File: src/rtl/d_mem_arb_pkg.sv
// Shared types and defaults for the d_mem port arbiter (core pipeline vs. ring slave).
package d_mem_arb_pkg;

    localparam int D_MEM_ARB_STARVE_MAX = 4;
    localparam int RING_ID_W            = 8;

    typedef struct packed {
        logic                 wr;
        logic [31:0]          addr;
        logic [3:0]           be;
        logic [31:0]          data;
        logic [RING_ID_W-1:0] id;
    } t_ring_req;

    typedef struct packed {
        logic [31:0]          data;
        logic [RING_ID_W-1:0] id;
    } t_ring_rsp;

    // One d_mem_wrap access as presented by whichever requester won the cycle.
    typedef struct packed {
        logic        rden;
        logic        wren;
        logic [31:0] addr;
        logic [3:0]  be;
        logic [31:0] data;
    } t_mem_cmd;

endpackage

File: src/rtl/d_mem_arb_rsp_buf.sv
// One-entry holding register for ring read responses, loaded from mem_q the cycle
// after a ring read is issued and drained by a valid/ready handshake.
module d_mem_arb_rsp_buf
    import d_mem_arb_pkg::*;
#(
    parameter int ID_W = RING_ID_W
) (
    input  logic            clock,
    input  logic            rst_n,
    input  logic            i_load,
    input  logic [31:0]     i_load_data,
    input  logic [ID_W-1:0] i_load_id,
    input  logic            i_ready,
    output logic            o_valid,
    output logic [31:0]     o_data,
    output logic [ID_W-1:0] o_id
);

    logic            r_full;
    logic [31:0]     r_data;
    logic [ID_W-1:0] r_id;

    // Handshake: a response transfers on any cycle with o_valid && i_ready; data and
    // id stay stable while o_valid is high and i_ready is low. The arbiter never
    // issues a ring read while this buffer is full, so a load never meets a full entry.
    always_ff @(posedge clock or negedge rst_n) begin
        if (!rst_n) begin
            r_full <= 1'b0;
            r_data <= '0;
            r_id   <= '0;
        end else if (i_load) begin
            r_full <= 1'b1;
            r_data <= i_load_data;
            r_id   <= i_load_id;
        end else if (r_full && i_ready) begin
            r_full <= 1'b0;
        end
    end

    assign o_valid = r_full;
    assign o_data  = r_data;
    assign o_id    = r_id;

endmodule

File: src/rtl/d_mem_arb.sv
// Arbitrates the single d_mem_wrap port between the core pipeline (priority) and the
// ring slave path. Define D_MEM_ARB_PERF_EN to add saturating stall/starve counters.
module d_mem_arb
    import d_mem_arb_pkg::*;
#(
    parameter int STARVE_MAX = D_MEM_ARB_STARVE_MAX,
    parameter int ID_W       = RING_ID_W
) (
    input  logic            clock,
    input  logic            rst_n,
    input  logic            core_rden,
    input  logic            core_wren,
    input  logic [31:0]     core_addr,
    input  logic [3:0]      core_byteena,
    input  logic [31:0]     core_wdata,
    output logic            core_stall,
    output logic [31:0]     core_rdata,
    input  logic            ring_req_valid,
    output logic            ring_req_ready,
    input  logic            ring_req_wr,
    input  logic [31:0]     ring_req_addr,
    input  logic [3:0]      ring_req_be,
    input  logic [31:0]     ring_req_data,
    input  logic [ID_W-1:0] ring_req_id,
    output logic            ring_rsp_valid,
    input  logic            ring_rsp_ready,
    output logic [31:0]     ring_rsp_data,
    output logic [ID_W-1:0] ring_rsp_id,
    output logic [31:0]     mem_address,
    output logic [3:0]      mem_byteena,
    output logic [31:0]     mem_data,
    output logic            mem_rden,
    output logic            mem_wrren,
`ifdef D_MEM_ARB_PERF_EN
    input  logic            perf_clr,
    output logic [15:0]     perf_stall_cnt,
    output logic [15:0]     perf_starve_cnt,
`endif
    input  logic [31:0]     mem_q
);

    logic            r_rd_inflight;
    logic [ID_W-1:0] r_rd_id;
    logic [3:0]      r_starve_cnt;

    logic            w_core_act;
    logic            w_rsp_full;
    logic            w_ring_ok;
    logic            w_ring_win;
    logic            w_starved;
    logic            w_ring_rd_win;
    t_mem_cmd        w_cmd;

    assign w_core_act    = core_rden | core_wren;
    assign w_starved     = (r_starve_cnt == 4'(STARVE_MAX));
    // Writes are posted, so only reads depend on the response path being empty.
    assign w_ring_ok     = ring_req_valid && (ring_req_wr || (!r_rd_inflight && !w_rsp_full));
    assign w_ring_win    = w_ring_ok && (!w_core_act || w_starved);
    assign w_ring_rd_win = w_ring_win && !ring_req_wr;

    assign ring_req_ready = w_ring_win;
    assign core_stall     = w_core_act && w_ring_win;
    assign core_rdata     = mem_q;

    always_comb begin
        w_cmd = '0;
        if (w_ring_win) begin
            w_cmd.rden = !ring_req_wr;
            w_cmd.wren = ring_req_wr;
            w_cmd.addr = ring_req_addr;
            w_cmd.be   = ring_req_be;
            w_cmd.data = ring_req_data;
        end else if (w_core_act) begin
            w_cmd.rden = core_rden;
            w_cmd.wren = core_wren;
            w_cmd.addr = core_addr;
            w_cmd.be   = core_byteena;
            w_cmd.data = core_wdata;
        end
    end

    assign mem_rden    = w_cmd.rden;
    assign mem_wrren   = w_cmd.wren;
    assign mem_address = w_cmd.addr;
    assign mem_byteena = w_cmd.be;
    assign mem_data    = w_cmd.data;

    always_ff @(posedge clock or negedge rst_n) begin
        if (!rst_n) begin
            r_rd_inflight <= 1'b0;
            r_rd_id       <= '0;
            r_starve_cnt  <= '0;
        end else begin
            r_rd_inflight <= w_ring_rd_win;
            if (w_ring_rd_win) begin
                r_rd_id <= ring_req_id;
            end
            if (!w_ring_ok || w_ring_win) begin
                r_starve_cnt <= '0;
            end else if (!w_starved) begin
                r_starve_cnt <= r_starve_cnt + 4'd1;
            end
        end
    end

    d_mem_arb_rsp_buf #(
        .ID_W (ID_W)
    ) u_rsp_buf (
        .clock       (clock),
        .rst_n       (rst_n),
        .i_load      (r_rd_inflight),
        .i_load_data (mem_q),
        .i_load_id   (r_rd_id),
        .i_ready     (ring_rsp_ready),
        .o_valid     (w_rsp_full),
        .o_data      (ring_rsp_data),
        .o_id        (ring_rsp_id)
    );

    assign ring_rsp_valid = w_rsp_full;

`ifdef D_MEM_ARB_PERF_EN
    logic [15:0] r_perf_stall_cnt;
    logic [15:0] r_perf_starve_cnt;
    logic        w_forced;

    assign w_forced = w_starved && w_core_act && w_ring_win;

    always_ff @(posedge clock or negedge rst_n) begin
        if (!rst_n) begin
            r_perf_stall_cnt  <= '0;
            r_perf_starve_cnt <= '0;
        end else if (perf_clr) begin
            r_perf_stall_cnt  <= '0;
            r_perf_starve_cnt <= '0;
        end else begin
            if (core_stall && (r_perf_stall_cnt != 16'hFFFF)) begin
                r_perf_stall_cnt <= r_perf_stall_cnt + 16'd1;
            end
            if (w_forced && (r_perf_starve_cnt != 16'hFFFF)) begin
                r_perf_starve_cnt <= r_perf_starve_cnt + 16'd1;
            end
        end
    end

    assign perf_stall_cnt  = r_perf_stall_cnt;
    assign perf_starve_cnt = r_perf_starve_cnt;
`endif

endmodule

File: config.mk
export PLATFORM = sky130hd
export DESIGN_NAME = d_mem_arb
export DESIGN_NICKNAME = d
export VERILOG_FILES = /design/src/rtl/d_mem_arb_pkg.sv /design/src/rtl/d_mem_arb_rsp_buf.sv /design/src/rtl/d_mem_arb.sv
export SDC_FILE = /design/constraint.sdc
export NUM_CORES = 1
export LEC_CHECK = 0
export CORE_AREA = 2 2 128 130
export DETAILED_ROUTE_END_ITERATION = 7
export DIE_AREA = 0 0 130 132
export DONT_BUFFER_PORTS = 1
export PLACE_DENSITY = 0.3
export SLEW_MARGIN = 40
export SYNTH_ARGS = -nofsm -noshare
export SYNTH_HDL_FRONTEND = slang
export SYNTH_SLANG_ARGS = --single-unit
File: constraint.sdc
create_clock -name clock -period 4.1 [get_ports clock]
set_input_delay 0.82 -clock clock [delete_from_list [all_inputs] [get_ports clock]]
set_output_delay 0.82 -clock clock [all_outputs]
set_load 0.01 [all_outputs]
* Yosys cells after proc, flatten, opt, wreduce, memory -nomap -nowiden *
Index checks and enable logic that the tools add are counted.

storage, ports and cells
  register bits after elaboration = 54
  bits of input ports = 183
  output and inout port bits = 145
  logic and storage cells = 31

operators by class
  equal/unequal tests = 2
  add/subtract/negate cells = 1
  bitwise operators = 1
  muxes and demuxes = 6
  reduce and logical (&&, ||, !) cells = 15

operator list
  cell                                                              number
  70-bit two-way mux                                                2
  4-bit two-way mux                                                 2
  1-bit logical AND                                                 6
  1-bit zero test                                                   5
  4-bit by 1-bit adder with 4-bit output (second input constant)    1
  4-bit by 3-bit == test with 1-bit output (second input constant)  1
  1-bit logical OR                                                  3
  1-bit two-way mux                                                 2
  2-bit by 1-bit != test with 1-bit output (second input constant)  1
  2-bit nonzero test                                                1
  1-bit OR                                                          1

* Longest topological paths before layout *
  word-level depth = 7
  depth in mapped cells = 9
  gate-level depth less buffers = 5

* By module *
From an unflattened synthesis, not the netlist that was laid out.

unflattened totals
  cell total of the unflattened synthesis = 255
  area total of the unflattened synthesis = 3,285.7 sq um

by module, submodules not included
  module             instances  seq. area each (sq um)  cells an instance  area each (sq um)
  d_mem_arb_rsp_buf  1          1,026.0                 88                 1,725.4
  d_mem_arb          1          325.3                   167                1,560.2

* Worst setup path after synthesis *
OpenSTA, ideal clock, no wires.

  path kind = input to output
  start = in core_rden
  end = out mem_address[13]
  data arrival time = 1.882 ns
  stages = 6
  setup slack = 1.398 ns
  required time = 3.280 ns
  path buffers = 3
  cell sequence = nor2_1 > o211a_1 > buf_2 > buf_6 > buf_6 > a22o_1

on the way
  cells in the longest elaborated chain, start to end = 5
  elaborated cells between the ends (all ways) = 6
  those cells by class = mux (2); bitwise (1); reduce/logical (3)

RTL lines
  element               line             source
  from (decl)           d_mem_arb.sv:11  input logic core_rden,
  1-bit OR *            d_mem_arb.sv:54  assign w_core_act = core_rden | core_wren;
  1-bit zero test       d_mem_arb.sv:58  assign w_ring_win = w_ring_ok && (!w_core_act || w_starved);
  1-bit logical OR      d_mem_arb.sv:58
  1-bit logical AND     d_mem_arb.sv:58
  70-bit two-way mux *  d_mem_arb.sv:67  if (w_ring_win) begin
  to (decl)             d_mem_arb.sv:29  output logic [31:0] mem_address,

Mark *: on every way between the ends. The rest lies on a longest branch, timed or not.

* Worst setup path after layout *
  start = reg r_starve_cnt[0]
  end = out mem_address[27]

on the way
  cells in the longest elaborated chain, start to end = 4

RTL lines
  element                                   line              source
  from (decl)                               d_mem_arb.sv:44   logic [3:0] r_starve_cnt;
  from (signal assigned)                    d_mem_arb.sv:101  r_starve_cnt <= r_starve_cnt + 4'd1;
  4-bit by 3-bit == test with 1-bit output  d_mem_arb.sv:55   assign w_starved = (r_starve_cnt == 4'(STARVE_MAX));
  1-bit logical OR                          d_mem_arb.sv:58
  1-bit logical AND                         d_mem_arb.sv:58
  70-bit two-way mux                        d_mem_arb.sv:67

Every way passes these cells.

==> summary.md <==
The clock period could shrink to 3.17 ns. The floorplan die height works out to 132 um. Category of the critical setup timing path: register to output pin. TritonCTS built the clock tree. The tools report the initial core utilization as 0.196. The most frequent standard cell in the layout excluding fill and tap cells is sky130_fd_sc_hd__a22o_1. Together, buffers and inverters on the worst path number 2. Post-CTS timing repair inserted 0 buffers for setup. Number of CTS-inserted buffers: 5. The tool flagged a number of max-cap violations equal to 0. Summed over all layers, the global routing overflow is 0. The post-detailed-routing wire length is 11200 um. The share of cells above drive strength 1 is 0.296. In this design, the stage delay of the slowest critical-path cell is 0.54 ns.

The xor/xnor cell area share of the yosys netlist is 0.00569, and the number of search-and-repair iterations in the first detailed-routing pass is 4. In this run the worst path has a maximum fanout of 68. Cell with the largest stage delay on the worst path: sky130_fd_sc_hd__buf_4. The logs give 0 for the number of design rule violations left after detail routing and 85 for the initial DRC count. The final-report max-slew violation count is 0.

The synthesized area divided by synthesized cell count works out to 11.9 sq um. The count of nets after finishing was 400. The overall die area was 17200 sq um; the setup slack after layout was 0.931 ns. The sequential fraction of the synthesis area is 0.439, and the number of instances in the synthesized netlist is 259. Setup violations remaining at the end of the flow were counted as 0. Routability-driven placement congestion ratio: 0.832.

The Yosys step of the flow raised 0 warnings. Setup repair after global routing left no endpoint under its margin. The placement row count is 46, and the relative slew slack is 0.499. The run gives 1.16 ns as the minimum setup slack after placement. The number of vias in the routed layout was 2027; the quantity of gates resized following cts was 0. Among cell families on the critical path, the largest total delay comes from buffers and inverters. 328 I/O pins were placed. The first global-routing pass estimated 14500 um of wire. The logs give 9040 um for the post-DP HPWL and 3.28 ns for the endpoint required time on the critical path. The area share of the largest cell type after synthesis is 0.439, and the post-synthesis sequential element count is 54. The clock skew was 0.00231 ns; the area fraction in and, or, nand and nor cells after synthesis was 0.0240. The later pin in the worst-skew pair is clocked with a latency of 0.29 ns.

The run finished with clean final reports. The clock-pin transition on the worst setup and hold timing paths works out to 0.07 ns. The compound-gate portion of the synthesized area was 0.222. Data on the critical path arrives at its endpoint at 2.35 ns.

The tools report the global router's overall resource usage as 0.118. Overall die width: 130 um. The number of placed instances, taps included, is 424. The dominant combinational cell family by area after synthesis was compound AO/OA/AOI/OAI gates. The placed instances occupy a cell area of 3030 sq um. When the netlist entered floorplanning its net count stood at 444.

The final hold slack is 0.218 ns. The master cell of the clock root buffer was sky130_fd_sc_hd__clkbuf_16. The final core area utilization is 0.204, and the leakage power of the design is 1.42 nW. The worst setup path is launched from a register. The path type of the worst min-delay path is input port to asynchronous set/reset pin. The via count of the first global-routing pass is 2057, and the post-route total power is 1.59 mW. The tools report the area of all placed cells without fillers as 3200 sq um. In this run the remaining antenna-violating nets after routing total 0.

Yosys attributes the largest share of cell area to sky130_fd_sc_hd__dfrtp_1, sky130_fd_sc_hd__a22o_1, sky130_fd_sc_hd__mux2_2, sky130_fd_sc_hd__buf_4, sky130_fd_sc_hd__buf_2. The share of synthesized area spent on multiplexers was 0.176; the final cell count without fillers was 433. Derived from the worst setup path, the maximum achievable clock frequency is 316 MHz. Most area-hungry cell type in the Yosys netlist: sky130_fd_sc_hd__dfrtp_1. The portion of the clock cycle consumed by the worst path in the final layout works out to 0.773.

The signal on the critical path passes through inv_1 > ha_1 > and3b_1 > a31oi_4 > buf_4 > a22o_1. IR analysis of the VDD net gives a maximum drop of 210 uV. The cell area that synthesis handed to floorplanning was 3080 sq um.

In the routed layout, each cell is associated on average with a via count of 4.68. In the layout the commonest cells are sky130_fd_sc_hd__a22o_1, sky130_fd_sc_hd__dfrtp_1, sky130_fd_sc_hd__mux2_2, sky130_fd_sc_hd__inv_1, sky130_fd_sc_hd__nor2_1. The final hold violation count was 0; the core box area was 15700 sq um. Entering global routing, the biggest net connects 70 pins. In the final timing run, aggregate negative setup slack is 0 ns. The share of synthesized cell area in full adder, half adder and majority cells was 0.00813; the routed wire length per instance was 25.9 um. For the number of H-tree branching levels, the log shows 2.

The buffer depth of the longest clock path is 2, and the area growth from synthesis to layout is 3.98%. The clock net in this run drives a total of 54 sinks. Number of antenna violations at the first check in global routing: 2. For the pin with the worst max-slew slack, the measured transition is 0.752 ns. Input and output buffers added on the ports amount to 0.

In this run the power density over the cells is 496 nW/um^2. The worst setup path is captured at an output pin. Hold repair after CTS inserted 0 buffers.

After synthesis, the netlist uses 25 different library cells.
[cell families after synthesis]
family / after synthesis
mux: 48
simple gates: 15
fa+ha+maj: 2
xor+xnor: 2
buf+inv: 61
flops: 54
compound gates: 77
[flip-flops by register name, summed over array words and instances (netlist names)]
| signal | flops |
|---|---|
| r_rd_id | 8 |
| u_rsp_buf.o_valid | 1 |
| r_starve_cnt | 4 |
| u_rsp_buf.o_id | 8 |
| u_rsp_buf.o_data | 32 |
| r_rd_inflight | 1 |
[power breakdown]
part	internal (mW)	total, mW	switching, mW	leakage [nW]
clock network	0.286	0.474	0.188	0.0836
registers	0.678	0.836	0.158	0.660
logic	0.156	0.277	0.121	0.674
total	1.12	1.59	0.466	1.42
[final timing paths]
kind | startpoint | to | slack, ns | cells past startpoint
max reg2reg | r_starve_cnt[0]$_DFFE_PN0P_ | r_rd_id[5]$_DFFE_PN0P_ | 1.98 | 5
min reg2reg | r_rd_id[5]$_DFFE_PN0P_ | u_rsp_buf.o_id[5]$_DFFE_PN0P_ | 0.50 | 1
min in group clock | r_rd_id[5]$_DFFE_PN0P_ | u_rsp_buf.o_id[5]$_DFFE_PN0P_ | 0.50 | 1
max in group asynchronous | rst_n | r_rd_inflight$_DFF_PN0_ | 3.78 | 0
max | r_starve_cnt[0]$_DFFE_PN0P_ | mem_address[27] | 0.93 | 6
min | rst_n | u_rsp_buf.o_data[21]$_DFFE_PN0P_ | 0.22 | 0
[layer usage]
metal,GRT usage,wire length (um)
met1,0.123,4020
met2,0.213,5670
met3,0.0552,1390
met4,0.0305,115
met5,0,9
[synthesized netlist by cell type (all sizes together)]
master	count
and3b	1
o21bai	1
a31oi	2
xor2	1
o2111ai	1
nand4b	1
buf	45
clkbuf	9
nor2	7
nand3	2
mux2	48
dfrtp	54
o211a	2
inv	7
nand3b	1
ha	2
a22o	68
xnor2	1
a21o	2
nor3	1
o22a	1
nand2	2
[cell type report]
cell class / count / area [sq um]
fillers: 1714 / 12500
flip-flops and latches: 54 / 1350
multi-input cells: 144 / 1350
well taps: 216 / 270
clock buffers: 5 / 125
clock inverters: 3 / 40.0
repair buffers: 3 / 35.0
inverters: 7 / 26.3
diodes: 1 / 2.50
Note: power is estimated with default switching activity, not from simulation.
